## src/rtl/mem_arbiter.sv

```systemverilog
// mem_arbiter: shares one MMU translation path and the external memory bus
// between instruction fetch (I) and data access (D). D has fixed priority.
// Each access is translated once, latched, then run on the bus to completion.
// Optional bus watchdog enabled by defining MEM_TIMEOUT_EN.
module mem_arbiter #(
    parameter int unsigned TIMEOUT_CYCLES = 255
) (
    input  logic        clk,
    input  logic        clr,
    input  logic        i_req,
    input  logic [31:0] i_vaddr,
    output logic [31:0] i_rdata,
    output logic        i_ready,
    output logic        i_err,
    input  logic        d_req,
    input  logic        d_we,
    input  logic [3:0]  d_be,
    input  logic [31:0] d_vaddr,
    input  logic [31:0] d_wdata,
    output logic [31:0] d_rdata,
    output logic        d_ready,
    output logic        d_err,
    output logic [31:0] mmu_vaddr,
    input  logic [31:0] mmu_paddr,
    input  logic        mmu_error,
    output logic        mem_req,
    output logic        mem_we,
    output logic [3:0]  mem_be,
    output logic [31:0] mem_addr,
    output logic [31:0] mem_wdata,
    input  logic [31:0] mem_rdata,
    input  logic        mem_ack,
    output logic        stall_o,
    output logic        bus_timeout_o
);

    typedef enum logic [1:0] {IDLE, BUS, FAULT, DONE} state_t;
    typedef enum logic {OWN_I, OWN_D} owner_t;

    if (TIMEOUT_CYCLES < 1 || TIMEOUT_CYCLES > 65535) begin : g_param_check
        $error("mem_arbiter: TIMEOUT_CYCLES must be in 1..65535");
    end

    state_t      state, state_nxt;
    owner_t      owner;
    logic [31:0] vaddr_q, paddr_q, wdata_q;
    logic        we_q;
    logic [3:0]  be_q;
    logic [31:0] i_rdata_q, d_rdata_q;
    logic        mem_req_q;
    logic        grant;
    logic        tmo_expire;

    assign grant = (state == IDLE) && (i_req || d_req);

    // MMU sees the live requester in IDLE, the latched address otherwise
    assign mmu_vaddr = (state == IDLE) ? (d_req ? d_vaddr : i_vaddr) : vaddr_q;

`ifdef MEM_TIMEOUT_EN
    localparam logic [15:0] TMO_LAST = 16'(TIMEOUT_CYCLES - 1);
    logic [15:0] tmo_cnt;
    logic        tmo_flag;

    // Expiry on the last allowed BUS cycle; a same-cycle ack takes precedence
    assign tmo_expire = (state == BUS) && !mem_ack && (tmo_cnt == TMO_LAST);

    // Wait counter held at zero outside BUS so it starts cleared on entry
    always_ff @(posedge clk or posedge clr) begin
        if (clr) begin
            tmo_cnt  <= '0;
            tmo_flag <= 1'b0;
        end else begin
            tmo_flag <= tmo_expire;
            if (state != BUS)
                tmo_cnt <= '0;
            else if (!mem_ack)
                tmo_cnt <= tmo_cnt + 16'd1;
        end
    end

    assign bus_timeout_o = tmo_flag;
`else
    assign tmo_expire    = 1'b0;
    assign bus_timeout_o = 1'b0;
`endif

    // Next-state logic
    always_comb begin
        state_nxt = state;
        unique case (state)
            IDLE:  if (i_req || d_req) state_nxt = mmu_error ? FAULT : BUS;
            BUS: begin
                if (mem_ack)         state_nxt = DONE;
                else if (tmo_expire) state_nxt = FAULT;
            end
            FAULT: state_nxt = IDLE;
            DONE:  state_nxt = IDLE;
            default: state_nxt = IDLE;
        endcase
    end

    // State register; mem_req is its own flop so the bus sees a clean request
    always_ff @(posedge clk or posedge clr) begin
        if (clr) begin
            state     <= IDLE;
            mem_req_q <= 1'b0;
        end else begin
            state     <= state_nxt;
            mem_req_q <= (state_nxt == BUS);
        end
    end

    // Capture owner, translation and write payload once at grant
    always_ff @(posedge clk or posedge clr) begin
        if (clr) begin
            owner   <= OWN_I;
            vaddr_q <= '0;
            paddr_q <= '0;
            we_q    <= 1'b0;
            be_q    <= '0;
            wdata_q <= '0;
        end else if (grant) begin
            owner   <= d_req ? OWN_D : OWN_I;
            vaddr_q <= mmu_vaddr;
            paddr_q <= mmu_paddr;
            we_q    <= d_req & d_we;
            be_q    <= d_req ? d_be : 4'b1111;
            wdata_q <= d_req ? d_wdata : '0;
        end
    end

    // Read data registers; updated only by an acknowledged bus cycle
    always_ff @(posedge clk or posedge clr) begin
        if (clr) begin
            i_rdata_q <= '0;
            d_rdata_q <= '0;
        end else if (state == BUS && mem_ack) begin
            if (owner == OWN_D) d_rdata_q <= mem_rdata;
            else                i_rdata_q <= mem_rdata;
        end
    end

    assign mem_req   = mem_req_q;
    assign mem_we    = we_q;
    assign mem_be    = be_q;
    assign mem_addr  = paddr_q;
    assign mem_wdata = wdata_q;

    assign i_rdata = i_rdata_q;
    assign d_rdata = d_rdata_q;
    assign i_ready = (state == DONE || state == FAULT) && (owner == OWN_I);
    assign d_ready = (state == DONE || state == FAULT) && (owner == OWN_D);
    assign i_err   = (state == FAULT) && (owner == OWN_I);
    assign d_err   = (state == FAULT) && (owner == OWN_D);

    assign stall_o = (i_req & ~i_ready) | (d_req & ~d_ready);

endmodule

```

## config.mk

```make
export PLATFORM = sky130hd
export DESIGN_NAME = mem_arbiter
export DESIGN_NICKNAME = d
export VERILOG_FILES = /design/src/rtl/mem_arbiter.sv
export SDC_FILE = /design/constraint.sdc
export NUM_CORES = 1
export LEC_CHECK = 0
export CORE_MARGIN = 10
export CORE_UTILIZATION = 43
export CTS_BUF_LIST = sky130_fd_sc_hd__clkbuf_2 sky130_fd_sc_hd__clkbuf_4 sky130_fd_sc_hd__clkbuf_8
export DETAILED_ROUTE_END_ITERATION = 12
export GPL_TIMING_DRIVEN = 0
export PLACE_DENSITY_LB_ADDON = 0.1
export SLEW_MARGIN = 20
export SYNTH_ARGS = -nofsm -noshare
export SYNTH_HDL_FRONTEND = slang
export SYNTH_SLANG_ARGS = --single-unit
```

## constraint.sdc

```tcl
create_clock -name clk -period 7.6 [get_ports clk]
set_input_delay 1.52 -clock clk [delete_from_list [all_inputs] [get_ports clk]]
set_output_delay 1.52 -clock clk [all_outputs]
set_load 0.02 [all_outputs]
```

# Word level (Yosys, flattened, before mapping)
# Cells that the tools add are included.
[op_classes]
addsub = 0
mul = 0
div_mod_pow = 0
magnitude_cmp = 0
n_eq_ne = 4
shifts = 0
muxes = 9
n_bitwise = 7
n_reduce_logical = 12
[ops]
columns = ["op", "n"]
rows = [
  ["$mux W32", 3],
  ["$logic_and A1 B1 Y1", 6],
  ["$mux W2", 3],
  ["$pmux W2 S3", 1],
  ["$eq A2 B1 Y1 const B", 2],
  ["$eq A2 B2 Y1 const B", 2],
  ["$mux W4", 1],
  ["$reduce_and A2 Y1", 2],
  ["$and A1 B1 Y1", 3],
  ["$not A1 Y1", 3],
  ["$logic_not A2 Y1", 1],
  ["$logic_or A1 B1 Y1", 2],
  ["$reduce_or A2 Y1", 1],
  ["$mux W1", 1],
  ["$or A1 B1 Y1", 1],
]
[totals]
register_bits = 169
latchBits = 0
mem_bits_rw = 0
romBits = 0
inputBits = 171
output_inout_bits = 172
memories = 0

# Longest topological paths before layout
# Gate-level depths: netlist (run 1).
[logic_depth]
ltp_word = 6
mapped_depth = 6
mapped_depth_nobuf = 3

# Least setup slack after synthesis (run 1)
# OpenSTA, ideal clock, no wires.
[synth_timing]
path_type = "input-to-output"
start = "input d_req"
end = "output mmu_vaddr[15]"
arrival_ps = 2767
required_time_ps = 6080
slack_ps = 3313
cell_stages = 5
cell_sequence = "buf_2 > buf_2 > buf_2 > mux2i_1 > a21boi_0"
[synth_between]
elab_chain_len = 2
[synth_lines]
columns = ["element", "line_no", "source"]
rows = [
  ["start, declared", "15", "input logic d_req,"],
  ["$mux W32 (2 in series)", "57", "assign mmu_vaddr = (state == IDLE) ? (d_req ? d_vaddr : i_vaddr) : vaddr_q;"],
  ["end, declared", "23", "output logic [31:0] mmu_vaddr,"],
]
# No other way between the ends.

# Worst setup path in the final report (run 1)
[layout_timing]
start = "input d_req"
end = "output mmu_vaddr[20]"
# The elaborated chain is that of the path after synthesis.

==> impl_summary.txt, run 1 <==
----------------------------------------------------
[Final layout]
  Core occupancy in the finished layout ... 0.677
  Area used by sequential logic in the layout ... between 4000 and 5000 µm²
  Area growth, synth to finish ... 54.7%
  Layout fillers ... about 1.3k
  Total area of multi-input combinational cells ... between 3000 and 4000 µm²
  Most frequent standard cell in the layout excluding fill and tap cells ... clkdlybuf4s50_1
  Commonest cells after routing, fill and taps aside ... clkdlybuf4s50_1 (339), dfrtp_1 (169), mux2_2 (70)
  Non-filler cells, final ... around 1.1k
  Number of nets in the final layout ... between 1k and 1.5k
  Share of post-route cells with drive strength above 1 ... 0.175

[Timing]
  Final total negative setup slack ... 0 ns
  Slew at the pin closest to its max-slew limit ... just under 0.8 ns
  Relative slew slack ... 0.481
  Hold Fails Final Rpt ... 0
  Clock Skews ... 0.0204 ns
  Max Transition Viols Final ... 0
  Worst setup margin ... 2.65 ns
  Final setup violation count ... 0
  Setup repair after global routing missed its margin ... false
  Hold Worst Slack ... roughly 0.5 ns
  Final critical-path share of the clock period ... 0.652
  Minimum clock period ... slightly below 5 ns
  Maximum frequency from static timing analysis ... ~200 MHz

[Clock tree]
  CTS buffer count ... 17
  Clock Tree Buf Depth ... 2
  Clk pin slew, worst setup/hold paths ... approximately 0.080 ns
  TritonCTS clock tree ... done
  Clock latency on the worst-skew pair ... between 0.4 and 0.5 ns
  Hold_buf cts ... 0
  H-tree Lvls ... 4
  Gates resized, CTS repair ... 0
  Setup repair bufs after CTS ... 0
  Count of clock tree sinks ... 169
  Buffer cell driving the clock tree root ... clkbuf_8

[Yosys]
  Post-synthesis instance area ... between 7000 and 8000 µm²
  Number of warnings reported in the yosys synthesis log ... 0
  Cells taking the most area after synthesis ... dfrtp_1 (56%), mux2_2 (10%), mux2_4 (5.2%)
  Unique masters post-synth ... 38
  Synthesis-stage register bit count ... ~170
  Mapped Nets ... slightly above 700
  Async SR Flop Fraction ... 1.00
  Area fraction of the dominant cell type after synthesis ... 0.559
  Top flip-flop cell by instance count after synthesis ... dfrtp_1
  Mapped Cells ... 534
  Synth Area per Inst ... roughly 14 µm²
  Share of the yosys chip area belonging to registers ... 0.559
  Count of flip-flops with a built-in enable after synthesis ... 0
  Yosys top cell by area ... dfrtp_1

[Floorplan]
  Die Width ... approximately 150 µm
  Height of the die ... roughly 150 µm
  Initial cell density of the core ... 0.438
  Boundary Pins ... between 300 and 400
  Cell Rows ... 48
  Die outline area ... 23300 µm²
  Placeable core region ... roughly 17000 µm²

[Place]
  Hpwl dp ... 20600 µm
  Buffers added on ports ... 339
  Global placement routability congestion ... 0.914
  Number of placed instances with taps included ... 1099
  Post-placement worst setup slack ... between 2 and 3 ns

[Power and ir drop]
  Total power divided by cell area ... 462 nW/µm²
  Leakage dissipation ... between 0.004 and 0.005 µW
  Maximum vdd ir drop ... about 0.00024 V

[Critical path]
  Critical path required time ... between 6 and 7 ns
  Timing endpoint of the critical path ... mmu_vaddr[20]
  FF-to-FF End ... vaddr_q[22]
  Stage delay of the slowest cell on the critical path ... around 0.67 ns
  Number of cell instances on the worst register-to-register path ... 5
  Cells traversed along the worst timing path ... buf_2, buf_2, buf_2, mux2i_1, a21boi_0, clkdlybuf4s50_1
  Critical path startpoint ... d_req
  Classification of the worst setup path ... input pin to output pin
  Cell at the slowest stage of the critical path ... clkdlybuf4s50_1
  Startpoint class of the critical path ... input pin
  Critical path data arrival time ... roughly 3.4 ns
  Endpoint type of the worst setup path ... output pin
  Setup slack of the most critical reg-to-reg path ... ~5.7 ns
  Maximum net fanout on the critical path ... 10
  Reg2reg start ... state[1]
  Cell occurring most often along the worst timing path ... buf_2

[Global routing]
  Overflow left after global routing ... 0
  Vias in the first global route ... between 6k and 7k
  Wire length of the first global-routing pass ... slightly above 40000 µm
  Overall Global Routing Usage ... 0.221
  Number of antenna violations at the first check in global routing ... 5
  Largest net degree at the start of global routing ... slightly below 100

[Routing]
  Total routed wirelength ... approximately 26000 µm
  Detailed-router iteration count before antenna repair ... 4
  Vias after detailed routing ... ~6.1k
  Routed via count divided by cell count ... approximately 5.4
  Number of nets still failing antenna checks after routing ... 0
  Count of routing violations after the opening detailed-route iteration ... roughly 310
  DRC violation count after routing ... 0
  Mean routed wirelength per cell ... about 23 µm

[Job]
  Max cap viols ... 0

[Outcome]
  Run status ... complete, no violations

[Min path]
  Class of the worst hold path ... register to register

----------------------------------------------------
## final cells by class
| cell class | instances | area share |
|---|---|---|
| flip-flops and latches | 169 | 0.361 |
| clock inverters | 15 | 0.0159 |
| repair buffers | 340 | 0.292 |
| multi-input cells | 317 | 0.260 |
| plain buffers | 46 | 0.0243 |
| well taps | 225 | 0.0240 |
| diodes | 4 | 0.000855 |
| clock buffers | 17 | 0.0200 |
| inverters | 2 | 0.00128 |
## power breakdown
part	switching, µW	total [µW]	leakage, µW	internal (µW)
Combinational	1520	3130	0.00268	1610
Sequential	247	1610	0.00201	1360
Clock	367	672	0.000203	305
## sequential cells by signal (all words and copies together) (netlist names)
signal and count:
d_rdata 32, i_rdata 32, mem_addr 32, mem_wdata 32, vaddr_q 32, mem_be 4, state 2, mem_req 1
mem_we 1, owner 1
## worst max-delay path: cells and delay by family
| family | cells | cell delay (ns) |
|---|---|---|
| buffers and inverters | 4 | 1.49 |
| AOI/OAI and AO/OA | 1 | 0.28 |
| muxes | 1 | 0.13 |
## stage by stage
stage,area (µm²),power [µW]
2_1_floorplan,7570,3290
3_3_place_gp,11200,4680
3_5_place_dp,11300,4760
4_1_cts,11700,5460
5_1_grt,11700,5690
6_report,11700,5400
## cells in the mapped netlist, types with 2 or more instances
cell,n
a21boi_0,31
a22o_1,33
o22a_1,35
and2_1,2
nor2_1,3
buf_2,15
nand2b_1,31
inv_1,2
dfrtp_1,169
mux2_2,70
nor2b_1,2
a21oi_1,4
mux2_4,26
clkbuf_1,20
o221a_1,30
mux2i_1,32
buf_12,2
buf_6,5
buf_4,3
## logic make-up (layout without fill, tap and decap cells)
| kind of cell | Yosys count | in the layout | share of synthesized area |
|---|---|---|---|
| flip-flops | 169 | 169 | 0.559 |
| AO/OA/AOI/OAI | 140 | 140 | 0.164 |
| multiplexers | 128 | 128 | 0.198 |
| AND/OR/NAND/NOR | 48 | 48 | 0.0405 |
| buffers and inverters | 48 | 420 | 0.0385 |
| other | 1 | 5 | 0.000495 |
## metal layers
| layer | GRT usage | wire, µm | up-vias |
|---|---|---|---|
| met5 | 0 | 20 | - |
| met4 | 0.0745 | 493 | 2 |
| met3 | 0.0785 | 2190 | 34 |
| met2 | 0.380 | 13600 | 283 |
| met1 | 0.250 | 10200 | 3083 |
| li1 | - | - | 2722 |
## worst min-delay path by stage
stage | startpoint | endpoint | slack (ns) | depth (start not counted)
floorplan | vaddr_q[0] | vaddr_q[0] | 0.46 | 1
global placement | mem_be[3] | mem_be[3] | 0.47 | 1
detailed placement | mem_wdata[8] | mem_wdata[8] | 0.48 | 1
CTS | vaddr_q[0] | vaddr_q[0] | 0.51 | 1
global route | mem_addr[17] | mem_addr[17] | 0.53 | 1
finish | vaddr_q[0] | vaddr_q[0] | 0.50 | 1
No activity file was read; power rests on OpenSTA's default activity.
==> inputs of run 2 (changes only) <==
Clock period 7.6 ns to 5.1 ns, I/O delays scaled along.
==> run 2 against run 1 <==
- combinational power increased by 50%
- hold slack lost 0.0086 ns
- count of clock-buffer cells in the layout up 2
- global-route usage barely moved
- clock skew fell by 0.011 ns
- via count fell by 1.2%
- utilization grew 0.48 points
- worst setup slack lost 1.6 ns
- sequential power up 48%
- clock power increased by 55%
- critical path depth unchanged
- critical path type unchanged
- critical endpoint is now mmu_vaddr[28]
- highest routed layer is now met4
==> impl_summary.txt, run 2 (same netlist as run 1, synthesis figures left out) <==
----------------------------------------------------
[Global routing]
  Largest net degree at the start of global routing ... 36 (-63%)
  Overflow left after global routing ... 0 (unchanged)
  Vias in the first global route ... 6828 (+0.34%)
  Number of antenna violations at the first check in global routing ... 1 (-4)
  Wire length of the first global-routing pass ... 40600 µm (-1.3%)
  Overall Global Routing Usage ... 0.221 (-0.000311)

[Place]
  Area post-placement ... 11300 µm² (+0.61%)
  Global placement routability congestion ... 0.902 (-1.3%)
  Post-placement worst setup slack ... 1.08 ns (-1.56 ns)
  Hpwl dp ... 21100 µm (+2.6%)
  Buffers added on ports ... 339 (unchanged)

[Floorplan]
  Die Width ... 153 µm (unchanged)
  Height of the die ... 153 µm (unchanged)
  Boundary Pins ... 343 (unchanged)
  Die outline area ... 23300 µm² (unchanged)
  Initial cell density of the core ... 0.438 (unchanged)
  Cell Rows ... 48 (unchanged)
  Placeable core region ... 17300 µm² (unchanged)

[Power and ir drop]
  Maximum vdd ir drop ... 0.000378 V (+56%)
  Total power divided by cell area ... 689 nW/µm² (+49%)
  Leakage dissipation ... 0.00494 µW (+0.88%)
  Total Power ... 8120 µW (+50%)

[Clock tree]
  Clk pin slew, worst setup/hold paths ... 0.09 ns (about the same)
  Clock Tree Buf Depth ... 2 (unchanged)
  CTS buffer count ... 17 (unchanged)
  Clock latency on the worst-skew pair ... 0.45 ns (-0.02 ns)
  Gates resized, CTS repair ... 0 (unchanged)
  Buffer cell driving the clock tree root ... clkbuf_8
  Hold_buf cts ... 0 (unchanged)
  H-tree Lvls ... 4 (unchanged)
  Setup repair bufs after CTS ... 0 (unchanged)
  Count of clock tree sinks ... 169 (unchanged)
  TritonCTS clock tree ... done

[Timing]
  Final critical-path share of the clock period ... 0.787
  Final setup violation count ... 0 (unchanged)
  Worst setup margin ... 1.08 ns (-1.56 ns)
  Max Transition Viols Final ... 0 (unchanged)
  Slew at the pin closest to its max-slew limit ... 0.797 ns (+0.0179 ns)
  Hold Fails Final Rpt ... 0 (unchanged)
  Setup repair after global routing missed its margin ... false
  Maximum frequency from static timing analysis ... 249 MHz
  Minimum clock period ... roughly 4 ns
  Final total negative setup slack ... 0 ns (unchanged)
  Clock Skews ... 0.00907 ns (-0.0113 ns)
  Relative slew slack ... 0.469 (-0.0119)

[Critical path]
  Critical path startpoint ... d_req
  Timing endpoint of the critical path ... mmu_vaddr[28]
  Critical path required time ... 4.08 ns (-2.00 ns)
  Cell occurring most often along the worst timing path ... buf_2
  Startpoint class of the critical path ... input pin
  Endpoint type of the worst setup path ... output pin
  Cells traversed along the worst timing path ... buf_2, buf_2, buf_2, mux2i_1, a21boi_0, clkdlybuf4s50_1
  Reg2reg start ... state[1]
  Maximum net fanout on the critical path ... 10 (unchanged)
  Number of cell instances on the worst register-to-register path ... 5 (unchanged)
  FF-to-FF End ... vaddr_q[21]
  Cell at the slowest stage of the critical path ... clkdlybuf4s50_1
  Classification of the worst setup path ... input pin to output pin
  Setup slack of the most critical reg-to-reg path ... 3.09 ns (-2.60 ns)
  Critical path data arrival time ... 3.00 ns (-0.43 ns)
  Stage delay of the slowest cell on the critical path ... 0.70 ns (+0.03 ns)

[Routing]
  Total routed wirelength ... 26500 µm (+0.22%)
  Detailed-router iteration count before antenna repair ... 4 (unchanged)
  Routed via count divided by cell count ... 5.33 (-1.3%)
  DRC violation count after routing ... 0 (unchanged)
  Mean routed wirelength per cell ... 23.3 µm (+0.13%)
  Vias after detailed routing ... 6052 (-1.2%)
  Count of routing violations after the opening detailed-route iteration ... 259 (-17%)
  Number of nets still failing antenna checks after routing ... 0 (unchanged)

[Min path]
  Beginning of the worst hold path ... mem_be[2]
  Class of the worst hold path ... register to register

[Final layout]
  Final design instance area without fill ... 11800 µm² (+0.72%)
  Most frequent standard cell in the layout excluding fill and tap cells ... clkdlybuf4s50_1
  Layout fillers ... 1248 (-3.3%)
  Number of nets in the final layout ... 1068 (+0.38%)
  Share of post-route cells with drive strength above 1 ... 0.179 (+0.00362)
  Area growth, synth to finish ... 55.8%
  Commonest cells after routing, fill and taps aside ... clkdlybuf4s50_1 (339), dfrtp_1 (169), mux2_2 (70)

[Outcome]
  Run status ... complete, no violations

[Job]
  Max cap viols ... 0 (unchanged)

----------------------------------------------------
## run 2: report_power, final
| part | total, µW | internal (µW) | switching (µW) |
|---|---|---|---|
| combinational | 4690 | 2400 | 2290 |
| clock | 1040 | 520 | 523 |
| sequential | 2390 | 2030 | 360 |
## run 2: worst min path at each step
stage	end	slack (ns)	depth (start not counted)
4_1_cts	mem_be[2]	0.50	1
6_report	mem_be[2]	0.50	1
2_1_floorplan	vaddr_q[0]	0.46	1
5_1_grt	mem_wdata[19]	0.51	1
3_5_place_dp	mem_be[2]	0.48	1
3_3_place_gp	mem_be[0]	0.47	1
## run 2: worst max-delay path, delay by kind of cell
kind            cells  cell delay [ns]
mux                 1             0.11
buf+inv             4             1.49
compound gates      1             0.36
## run 2: metal layers
| layer | vias to the layer above | wire [µm] | global-route usage |
|---|---|---|---|
| li1 | 2725 | - | - |
| met1 | 3012 | 10000 | 0.245 |
| met2 | 272 | 13600 | 0.379 |
| met3 | 43 | 2160 | 0.0796 |
| met4 | 0 | 741 | 0.0858 |
| met5 | - | 0 | 0 |
## run 2: cell type report
class                   count  area, µm²  area share
clock inverters            13        188      0.0159
multi-input cells         317       3050       0.258
repair buffers            344       3490       0.296
clock buffers              19        255      0.0216
flip-flops and latches    169       4230       0.359
inverters                   2       11.3    0.000955
well taps                 225        282      0.0239
plain buffers              46        284      0.0241
diodes                      1       2.50    0.000212
## run 2: per-stage QoR
stage / hold WS (ns) / std cells / util
global placement: 0.470 / 1098 / 0.650
finish: 0.495 / 1136 / 0.682
detailed placement: 0.478 / 1103 / 0.656
floorplan: 0.457 / 534 / -
CTS: 0.498 / 1135 / 0.682
global route: 0.511 / 1136 / 0.682
==> inputs of run 3 (changes only) <==
Settings changed: CORE_UTILIZATION 43 to 39.
Clock period 5.1 ns to 3.65 ns, I/O delays scaled along.
==> run 3 against run 2 <==
- wire length decreased by 0.29%
- cell area decreased by 0.12%
- cell count increased by 3.2%
- sequential power increased by 40%
- register-to-register slack got worse by 1.4 ns
==> impl_summary.txt, run 3 (same netlist as run 1, synthesis figures left out) <==
----------------------------------------------------
[Clock tree]
  Setup repair bufs after CTS ... 0 (unchanged)
  Clock Tree Buf Depth ... 2 (unchanged)
  CTS buffer count ... 17 (unchanged)
  Hold_buf cts ... 0 (unchanged)
  Buffer cell driving the clock tree root ... clkbuf_8
  H-tree Lvls ... 4 (unchanged)
  Count of clock tree sinks ... 169 (unchanged)
  Gates resized, CTS repair ... 0 (unchanged)
  Clock latency on the worst-skew pair ... 0.45 ns (about the same)
  Clk pin slew, worst setup/hold paths ... 0.08 ns (about the same)
  TritonCTS clock tree ... done

[Final layout]
  Most frequent standard cell in the layout excluding fill and tap cells ... clkdlybuf4s50_1
  Area growth, synth to finish ... 55.6%
  Commonest cells after routing, fill and taps aside ... clkdlybuf4s50_1 (339), dfrtp_1 (169), mux2_2 (70)
  Core occupancy in the finished layout ... 0.623 (-0.0583)
  Layout fillers ... 1479 (+19%)
  Number of nets in the final layout ... 1068 (unchanged)
  Share of post-route cells with drive strength above 1 ... 0.179 (unchanged)

[Global routing]
  Vias in the first global route ... 6684 (-2.1%)
  Number of antenna violations at the first check in global routing ... 2 (+1)
  Wire length of the first global-routing pass ... 41400 µm (+2.0%)
  Overflow left after global routing ... 0 (unchanged)
  Overall Global Routing Usage ... 0.207 (-0.0141)
  Largest net degree at the start of global routing ... 38 (+5.6%)

[Power and ir drop]
  Sequential cell fraction of total power ... 0.299 (+0.005)
  Clk pwr share ... 0.116 (-0.012)
  Total Power ... 11200 µW (+37%)
  Maximum vdd ir drop ... 0.000471 V (+25%)
  Switching part of the total power ... 0.395 (+0.00472)
  Total power divided by cell area ... 948 nW/µm² (+38%)
  Switching power of the nets ... 4410 µW (+39%)
  Design internal power ... 6750 µW (+36%)
  Comb pwr share ... 0.585 (+0.007)
  Leakage dissipation ... 0.00490 µW (-0.78%)

[Critical path]
  Classification of the worst setup path ... register to output pin
  FF-to-FF End ... mem_wdata[0]
  Stage delay of the slowest cell on the critical path ... 0.68 ns (-0.02 ns)
  Setup slack of the most critical reg-to-reg path ... 1.69 ns (-1.40 ns)
  Cell at the slowest stage of the critical path ... clkdlybuf4s50_1
  Critical path data arrival time ... 2.80 ns (-0.20 ns)
  Critical path required time ... 2.92 ns (-1.16 ns)
  Maximum net fanout on the critical path ... 10 (unchanged)
  Count of buffer and inverter cells on the critical path ... 4 (unchanged)
  Cells traversed along the worst timing path ... buf_4, or2_0, buf_6, clkbuf_1, nand2b_1, a21boi_0, clkdlybuf4s50_1
  Number of cell instances on the worst register-to-register path ... 5 (unchanged)
  Endpoint type of the worst setup path ... output pin
  Startpoint class of the critical path ... register
  Reg2reg start ... state[1]
  Critical path's top delay family ... buffers and inverters

[Timing]
  Slew at the pin closest to its max-slew limit ... 0.858 ns (+0.0611 ns)
  Relative slew slack ... 0.428 (-0.0407)
  Final total negative setup slack ... 0 ns (unchanged)
  Final critical-path share of the clock period ... 0.967
  Worst setup margin ... 0.122 ns (-0.963 ns)
  Max Transition Viols Final ... 0 (unchanged)
  Hold Worst Slack ... 0.495 ns (-0.000865 ns)
  Final setup violation count ... 0 (unchanged)
  Hold Fails Final Rpt ... 0 (unchanged)
  Clock Skews ... 0.0158 ns (+0.00671 ns)
  Minimum clock period ... 3.53 ns
  Maximum frequency from static timing analysis ... 283 MHz
  Setup repair after global routing missed its margin ... false

[Min path]
  Class of the worst hold path ... register to register
  Hold path depth ... 1 (unchanged)
  Beginning of the worst hold path ... vaddr_q[0]
  Hold endpoint ... vaddr_q[0]

[Routing]
  Number of nets still failing antenna checks after routing ... 0 (unchanged)
  Count of routing violations after the opening detailed-route iteration ... 291 (+12%)
  Mean routed wirelength per cell ... 22.5 µm (-3.4%)
  Total routed wirelength ... 26400 µm (-0.29%)
  Vias after detailed routing ... 6011 (-0.68%)
  Detailed-router iteration count before antenna repair ... 4 (unchanged)
  Routed via count divided by cell count ... 5.13 (-3.7%)
  DRC violation count after routing ... 0 (unchanged)

[Place]
  Global placement routability congestion ... 0.807 (-11%)
  Buffers added on ports ... 339 (unchanged)
  Post-placement worst setup slack ... 0.357 ns (-0.724 ns)
  Hpwl dp ... 21000 µm (-0.79%)

[Outcome]
  Run status ... complete, no violations

[Job]
  Max cap viols ... 0 (unchanged)

[Floorplan]
  Height of the die ... 159 µm (+4.3%)
  Die outline area ... 25400 µm² (+8.9%)
  Placeable core region ... 18900 µm² (+9.2%)
  Cell Rows ... 50 (+4.2%)
  Die Width ... 159 µm (+4.3%)
  Boundary Pins ... 343 (unchanged)
  Initial cell density of the core ... 0.401 (-0.0370)

----------------------------------------------------
## run 3: cell type report
cell class / instances / area, µm² / area share
sequential: 169 / 4230 / 0.359
timing repair buffer: 344 / 3490 / 0.297
tap: 260 / 325 / 0.0276
multi-input combinational: 317 / 3050 / 0.259
inverter: 2 / 11.3 / 0.000956
antenna: 2 / 5.00 / 0.000425
clock buffer: 18 / 241 / 0.0205
clock inverter: 14 / 141 / 0.0120
buffer: 46 / 284 / 0.0241
## run 3: layer usage
layer / vias up / track usage / share of wire / routed length (µm)
li1: 2731 / - / - / -
met1: 3005 / 0.242 / 0.40 / 10600
met2: 245 / 0.346 / 0.50 / 13200
met3: 30 / 0.0713 / 0.074 / 1940
met4: 0 / 0.0712 / 0.026 / 690
met5: - / 0 / 0 / 0
## run 3: how the worst max path moves through the flow
stage / slack (ns) / cells past startpoint / startpoint / end
3_5_place_dp: 0.36 / 5 / d_req / mmu_vaddr[7]
4_1_cts: 0.11 / 7 / state[1] / mmu_vaddr[26]
5_1_grt: 0.007 / 7 / state[1] / mmu_vaddr[26]
6_report: 0.12 / 7 / state[1] / mmu_vaddr[26]
3_3_place_gp: -0.56 / 2 / clr / vaddr_q[19]
2_1_floorplan: 0.77 / 1 / clr / d_rdata[0]
## run 3: per-stage QoR
| stage | cell area [µm²] | cells |
|---|---|---|
| after floorplan | 7570 | 534 |
| after global placement | 11300 | 1133 |
| after detailed placement | 11400 | 1138 |
| after CTS | 11800 | 1170 |
| after global routing | 11800 | 1172 |
| final | 11800 | 1172 |
## run 3: power by group through the flow
stage | sequential, µW | clock (µW) | combinational, µW
finish | 3340 | 1300 | 6530
global route | 3450 | 1420 | 6920
CTS | 3330 | 1330 | 6630
detailed placement | 3360 | 0 | 6590
global placement | 3300 | 0 | 6470
floorplan | 4240 | 0 | 2600
